`config.mk`:
```
export PLATFORM = sky130hd
export DESIGN_NAME = brent_kung_pipe_adder_flat
export DESIGN_NICKNAME = d
export VERILOG_FILES = /design/src/rtl/brent_kung_pipe_adder_if.sv /design/src/rtl/brent_kung_pipe_adder.sv /design/src/flat_wrapper.sv
export SDC_FILE = /design/constraint.sdc
export NUM_CORES = 1
export LEC_CHECK = 0
export BUFFER_PORTS_ARGS = -buffer_cell sky130_fd_sc_hd__buf_2
export CAP_MARGIN = 20
export CORE_ASPECT_RATIO = 1.75
export CORE_MARGIN = 2
export CORE_UTILIZATION = 55
export DETAILED_ROUTE_END_ITERATION = 8
export GPL_ROUTABILITY_DRIVEN = 0
export PLACE_DENSITY_LB_ADDON = 0.15
export SYNTH_ARGS = -nofsm -noshare
export SYNTH_HDL_FRONTEND = slang
export SYNTH_SLANG_ARGS = --single-unit
export TNS_END_PERCENT = 30
```
`constraint.sdc`:
```
create_clock -name clk -period 4.76 [get_ports clk]
set_input_delay 0.238 -clock clk [delete_from_list [all_inputs] [get_ports clk]]
set_output_delay 0.238 -clock clk [all_outputs]
set_load 0.02 [all_outputs]
```
`src/rtl/brent_kung_pipe_adder_if.sv`:
```
// Operand/result stream bundle for brent_kung_pipe_adder.
// out_ovf is present only when BK_OVF_EN is defined.
interface brent_kung_pipe_adder_if #(
    parameter int WIDTH = 16
) ();
    logic             in_valid;
    logic             in_ready;
    logic [WIDTH-1:0] in_a;
    logic [WIDTH-1:0] in_b;
    logic             in_cin;
    logic             out_valid;
    logic             out_ready;
    logic [WIDTH-1:0] out_sum;
    logic             out_cout;
`ifdef BK_OVF_EN
    logic             out_ovf;
`endif

    // The adder is the slave; whoever feeds operands and takes results is the master.
    modport slave (
        input  in_valid, in_a, in_b, in_cin, out_ready,
        output in_ready, out_valid, out_sum, out_cout
`ifdef BK_OVF_EN
        , output out_ovf
`endif
    );

    modport master (
        output in_valid, in_a, in_b, in_cin, out_ready,
        input  in_ready, out_valid, out_sum, out_cout
`ifdef BK_OVF_EN
        , input out_ovf
`endif
    );
endinterface

```
`src/rtl/brent_kung_pipe_adder.sv`:
```
// Pipelined Brent-Kung prefix adder (s = a + b + cin) with elastic valid/ready ranks.
// Define BK_OVF_EN to add the signed-overflow output out_ovf.
module brent_kung_pipe_adder #(
    parameter int WIDTH  = 16,
    parameter int STAGES = 2
) (
    input  logic                   clk,
    input  logic                   rst_n,
    brent_kung_pipe_adder_if.slave bus
);
    localparam int LOG  = $clog2(WIDTH);
    localparam int LVLS = 2 * LOG - 1;

    typedef struct packed {
        logic [WIDTH-1:0] g;    // group generate, combined as the levels progress
        logic [WIDTH-1:0] pp;   // group propagate
        logic [WIDTH-1:0] p;    // bit propagate, kept for the final sum XOR
        logic             cin;  // c[0]
    } state_t;

    // One prefix level: levels 0..LOG-1 are the up-sweep, the rest the down-sweep.
    function automatic state_t apply_level(input state_t s, input int lvl);
        state_t r;
        int     d;
        int     src;
        r = s;
        if (lvl < LOG) begin
            d = 1 << lvl;
            for (int i = 0; i < WIDTH; i++) begin
                src = (i >= d) ? i - d : i;
                if (((i + 1) % (2 * d)) == 0) begin
                    r.g[i]  = s.g[i] | (s.pp[i] & s.g[src]);
                    r.pp[i] = s.pp[i] & s.pp[src];
                end
            end
        end else begin
            d = 1 << (2 * LOG - 2 - lvl);
            for (int i = 0; i < WIDTH; i++) begin
                src = (i >= d) ? i - d : i;
                if ((i >= 2 * d) && (((i + 1) % (2 * d)) == d)) begin
                    r.g[i]  = s.g[i] | (s.pp[i] & s.g[src]);
                    r.pp[i] = s.pp[i] & s.pp[src];
                end
            end
        end
        return r;
    endfunction

    function automatic state_t run_levels(input state_t s, input int lo, input int hi);
        state_t r;
        r = s;
        for (int j = 0; j < LVLS; j++) begin
            if ((j >= lo) && (j < hi)) begin
                r = apply_level(r, j);
            end
        end
        return r;
    endfunction

    state_t            in_state;
    state_t            rank_src [STAGES];
    state_t            rank_nxt [STAGES];
    state_t            rank_reg [STAGES];
    logic [STAGES-1:0] valid_reg;
    logic [STAGES-1:0] valid_up;
    logic [STAGES-1:0] adv;

    // Carry-in is folded into bit 0's generate so every G[i:0] already includes it.
    always_comb begin
        in_state.p    = bus.in_a ^ bus.in_b;
        in_state.pp   = bus.in_a ^ bus.in_b;
        in_state.g    = bus.in_a & bus.in_b;
        in_state.g[0] = (bus.in_a[0] & bus.in_b[0]) | ((bus.in_a[0] ^ bus.in_b[0]) & bus.in_cin);
        in_state.cin  = bus.in_cin;
    end

    // Each rank owns a contiguous slice of prefix levels, spread as evenly as possible.
    for (genvar gi = 0; gi < STAGES; gi++) begin : g_rank
        localparam int LO = (gi * LVLS) / STAGES;
        localparam int HI = ((gi + 1) * LVLS) / STAGES;
        if (gi == 0) begin : g_head
            assign rank_src[gi] = in_state;
        end else begin : g_body
            assign rank_src[gi] = rank_reg[gi-1];
        end
        assign rank_nxt[gi] = run_levels(rank_src[gi], LO, HI);
    end

    // A rank may load when downstream moves or when it holds a bubble.
    always_comb begin
        adv            = '0;
        valid_up       = '0;
        adv[STAGES-1]  = bus.out_ready | ~valid_reg[STAGES-1];
        for (int k = STAGES - 2; k >= 0; k--) begin
            adv[k] = adv[k+1] | ~valid_reg[k];
        end
        valid_up[0] = bus.in_valid;
        for (int k = 1; k < STAGES; k++) begin
            valid_up[k] = valid_reg[k-1];
        end
    end

    always_ff @(posedge clk) begin
        if (!rst_n) begin
            valid_reg <= '0;
            for (int k = 0; k < STAGES; k++) begin
                rank_reg[k] <= '0;
            end
        end else begin
            for (int k = 0; k < STAGES; k++) begin
                if (adv[k]) begin
                    valid_reg[k] <= valid_up[k];
                    rank_reg[k]  <= rank_nxt[k];
                end
            end
        end
    end

    // The last rank holds the finished prefix; c[i] = G[i-1:0], c[0] = cin.
    assign bus.in_ready  = adv[0];
    assign bus.out_valid = valid_reg[STAGES-1];
    assign bus.out_sum   = rank_reg[STAGES-1].p ^ {rank_reg[STAGES-1].g[WIDTH-2:0], rank_reg[STAGES-1].cin};
    assign bus.out_cout  = rank_reg[STAGES-1].g[WIDTH-1];
`ifdef BK_OVF_EN
    assign bus.out_ovf   = rank_reg[STAGES-1].g[WIDTH-2] ^ rank_reg[STAGES-1].g[WIDTH-1];
`endif

endmodule
```
`src/flat_wrapper.sv`:
```
// flat-port wrapper written by rule: the top's interface ports become plain ports
module brent_kung_pipe_adder_flat 
#(
    parameter int WIDTH  = 16,
    parameter int STAGES = 2
)
  (clk, rst_n, bus_in_valid, bus_in_a, bus_in_b, bus_in_cin, bus_out_ready, bus_in_ready, bus_out_valid, bus_out_sum, bus_out_cout);
  brent_kung_pipe_adder_if #(.WIDTH(WIDTH)) bus_i ();
  input  logic clk;
  input  logic rst_n;
  input wire logic [$bits(bus_i.in_valid)-1:0] bus_in_valid;
  input wire logic [$bits(bus_i.in_a)-1:0] bus_in_a;
  input wire logic [$bits(bus_i.in_b)-1:0] bus_in_b;
  input wire logic [$bits(bus_i.in_cin)-1:0] bus_in_cin;
  input wire logic [$bits(bus_i.out_ready)-1:0] bus_out_ready;
  output wire logic [$bits(bus_i.in_ready)-1:0] bus_in_ready;
  output wire logic [$bits(bus_i.out_valid)-1:0] bus_out_valid;
  output wire logic [$bits(bus_i.out_sum)-1:0] bus_out_sum;
  output wire logic [$bits(bus_i.out_cout)-1:0] bus_out_cout;
  assign bus_i.in_valid = bus_in_valid;
  assign bus_i.in_a = bus_in_a;
  assign bus_i.in_b = bus_in_b;
  assign bus_i.in_cin = bus_in_cin;
  assign bus_i.out_ready = bus_out_ready;
  assign bus_in_ready = bus_i.in_ready;
  assign bus_out_valid = bus_i.out_valid;
  assign bus_out_sum = bus_i.out_sum;
  assign bus_out_cout = bus_i.out_cout;
  brent_kung_pipe_adder #(.WIDTH(WIDTH), .STAGES(STAGES)) u_core (.clk(clk), .rst_n(rst_n), .bus(bus_i));
endmodule
```
==> flow_summary_export.csv <==
group,metric,value,unit
outcome,outcome,"finished, final reports clean",
finish,final_common_cell,"edfxtp_1",
floorplanning,die_y,106,um
sta,final_max_slew_viol_count,0,
worst_setup_path,timing.critical_path.from_type,"flip-flop",
sta,grt_setup_unrepaired,"no",
sta,final_cycle_utilization_of_the_critical_path,42.2,%
cts,cts_setup_buffers,0,
place,cell_count_after_placement,353,
run,count_of_maximum_capacitance_violations,0,
detailed_routing,drt_first_iter_violations,40,
sta,worstMarginPinSlew,0.687,ns
cts,cts_tree,"built",
worst_setup_path,worst_setup_ep_type,"flip-flop",
floorplanning,die_wd,62.1,um
cts,post_cts_hold_buffer_count,0,
floorplanning,ioPinCount,56,
worst_setup_path,worst_path_dominant_cell_family,"simple AND/OR/NAND/NOR gates",
finish,layout-area-overhead-vs-synth,16.0,%
detailed_routing,post_detailed_route_wirelength_per_cell,13.2,um
worst_setup_path,critical_path.slowest_cell,"nand2_1",
worst_setup_path,crit_path_max_fanout,50,
finish,largest_reg_flops,71,
floorplanning,std_cell_rows,37,
cts,cts-buffers-inserted,9,
sta,max-slew-margin-rel,54.2,%
yosys,ys_seq_elements,73,
cts,cts_max_path_buffers,2,
yosys,yosys_warnings,0,
yosys,synth_sequential_area_ratio,66.9,%
worst_setup_path,crit-reg2reg-capture,"u_core.rank_reg[0][92]$_SDFFCE_PN0P_",
cts,h-tree-depth,3,
yosys,mappedNetlistNets,283,
cts,cts_root_buffer,"clkbuf_8",
place,detailedPlacementHpwl,3340,um
floorplanning,floorplan.core_area,5790,um2
sta,skew,0.00783,ns
sta,totalNegativeSetupSlack,0,ns
yosys,synth.distinct_cells,30,
finish,layout_common_cells,"edfxtp_1, buf_2, and3_1",
yosys,postSynthCellCount,230,
worst_hold_path,hold-path-endpoint,"u_core.valid_reg[0]$_SDFFE_PN0N_",
detailed_routing,dr.pass1.iters,4,
worst_hold_path,min_delay_path_depth,3,
finish,finish.net_count,339,
place,placement.io_buffers,55,
sta,max_clock_freq,0.498,GHz
global_routing,grt_first_pass_wirelength,8220,um
global_routing,number_of_global_route_vias_before_repair,1879,
detailed_routing,drt_drc_violations_left,0,
global_routing,grt_start_max_net_pins,53,
worst_setup_path,ff2ff_path_depth,4,
detailed_routing,ant_nets,0,
sta,finalHoldViolCount,0,
detailed_routing,via_cell_ratio,5.30,
yosys,mappedNetlistArea,3240,um2
global_routing,number_of_antenna_violations_at_the_first_check_in_global_routing,0,
floorplanning,die_area,6550,um2
worst_setup_path,timing.critical_path.slowest_cell_delay,0.61,ns
worst_setup_path,worst-r2r-setup-slack,2.75,ns
detailed_routing,routed_wirelength,4890,um
worst_setup_path,critical_path.n_buffers_inverters,0,
sta,fin_worst_hold_slack,0.139,ns
worst_setup_path,critical_path_data_required_time,4.86,ns
worst_hold_path,hold_path_class,"input port to flip-flop",
worst_setup_path,r2r-start,"u_core.valid_reg[0]$_SDFFE_PN0N_",
cts,worst_setup_hold_path_clk_slew,0.08,ns
worst_setup_path,crit_cells,4,
detailed_routing,vias,1955,
worst_setup_path,crit_chain,"nand3b_4, nand2_1, nor2_1, a22o_1",
cts,worstSkewPairLatency,0.34,ns
cts,clkSinkCount,73,
global_routing,track_usage,17.4,%
worst_setup_path,worst-endpoint-arrival,2.11,ns
yosys,syn-mean-instance-area,14.1,um2
power_and_ir_drop,power.ir.vdd_worst,0.000224,V
power_and_ir_drop,cellPowerDensity,355,nW/um2
floorplanning,initial_utilization,56.1,%
cts,post_cts_sizing_count,0,
sta,final_setup_violation_count,0,
finish,n_antenna_cell,0,
worst_setup_path,timing_worst_setup_path_type,"flip-flop to flip-flop",
finish,fin_cells,369,
global_routing,gr-total-overflow,0,
sta,min_period,2.01,ns
worst_hold_path,hold_path_startpoint,"bus_in_valid",
finish,post_route_cells_drive_above_1_share,26.8,%
power_and_ir_drop,leak,1.86,nW
[how the worst max path moves through the flow]
stage / from / end / slack, ns
after global routing: u_core.valid_reg[1]$_SDFFE_PN0P_ / u_core.rank_reg[0][92]$_SDFFCE_PN0P_ / 2.58
after detailed placement: rst_n / u_core.rank_reg[0][60]$_SDFFCE_PN0P_ / 2.72
after floorplan: u_core.valid_reg[1]$_SDFFE_PN0P_ / u_core.rank_reg[0][0]$_SDFFCE_PN0P_ / 2.53
after global placement: rst_n / u_core.rank_reg[0][97]$_SDFFCE_PN0P_ / 2.56
after CTS: u_core.valid_reg[1]$_SDFFE_PN0P_ / u_core.rank_reg[0][92]$_SDFFCE_PN0P_ / 2.76
final: u_core.valid_reg[0]$_SDFFE_PN0N_ / u_core.rank_reg[0][92]$_SDFFCE_PN0P_ / 2.75
[cell families (layout without fill, tap and decap cells)]
group                      count (synthesis)  count (layout)  synth area share [%]
xor gates and xnor gates                  16              16                  4.32
and+or+nand+nor                           85              85                  15.2
DFF                                       73              73                  66.9
AOI/OAI and AO/OA                         26              26                  5.67
buffers and inverters                     14              75                  1.74
adders and majority gates                 16              16                  6.17
[through the flow]
step                      setup WS (ns)  cell area (um2)  util (%)  power [W]
after detailed placement           2.72             3590      62.1   0.000940
after global routing               2.58             3760      65.0    0.00140
after CTS                          2.76             3760      65.0    0.00135
after floorplan                    2.53             3240         -   0.000884
after global placement             2.56             3580      61.8   0.000936
final                              2.75             3760      65.0    0.00134
[cells in the mapped netlist]
| library cell | instances | share of area, % |
|---|---|---|
| a211oi_1 | 1 | 0.23 |
| and2_2 | 1 | 0.23 |
| clkbuf_1 | 9 | 1.0 |
| inv_2 | 1 | 0.12 |
| a22o_1 | 2 | 0.54 |
| a2111oi_4 | 1 | 0.85 |
| o31ai_1 | 1 | 0.23 |
| buf_2 | 3 | 0.46 |
| o31a_1 | 1 | 0.27 |
| o21a_1 | 3 | 0.69 |
| and3_4 | 1 | 0.35 |
| nand3b_4 | 1 | 0.62 |
| xor2_1 | 16 | 4.3 |
| and3_1 | 48 | 9.3 |
| nor3_1 | 1 | 0.15 |
| a21oi_1 | 13 | 2.0 |
| nand3_1 | 2 | 0.31 |
| inv_1 | 1 | 0.12 |
| a21o_1 | 2 | 0.46 |
| a21boi_0 | 1 | 0.23 |
| ha_1 | 16 | 6.2 |
| and3_2 | 1 | 0.23 |
| nand2_1 | 6 | 0.69 |
| o21ai_0 | 1 | 0.15 |
| nand4_1 | 2 | 0.39 |
| nor2_1 | 17 | 2.0 |
| dfxtp_1 | 2 | 1.2 |
| and2_1 | 2 | 0.39 |
| edfxtp_1 | 71 | 66 |
| nor2b_1 | 3 | 0.58 |
[power by group]
part | internal (W) | switching [W]
Combinational | 0.0000680 | 0.0000864
Clock | 0.000189 | 0.000222
Sequential | 0.000752 | 0.0000174
[layer usage]
layer / GRT usage [%] / wire length [um]
met5: 0 / 0
met4: 7.75 / 64
met2: 26.3 / 2450
met3: 6.26 / 244
met1: 21.8 / 2130
[area by class of cell]
cell class / instances / area, um2
Sequential cell: 73 / 2170
Fill cell: 459 / 2020
Multi-Input combinational cell: 143 / 1020
Timing Repair Buffer: 57 / 298
Clock buffer: 10 / 128
Tap cell: 78 / 97.6
Clock inverter: 6 / 45.0
Inverter: 2 / 7.51
[worst reg2reg max path, cell delays in order (launching register included)]
cell      delay, ns
dfxtp_1        0.39
nand3b_4       0.38
nand2_1        0.63
nor2_1         0.16
a22o_1         0.21
No activity file was read; power rests on OpenSTA's default activity.
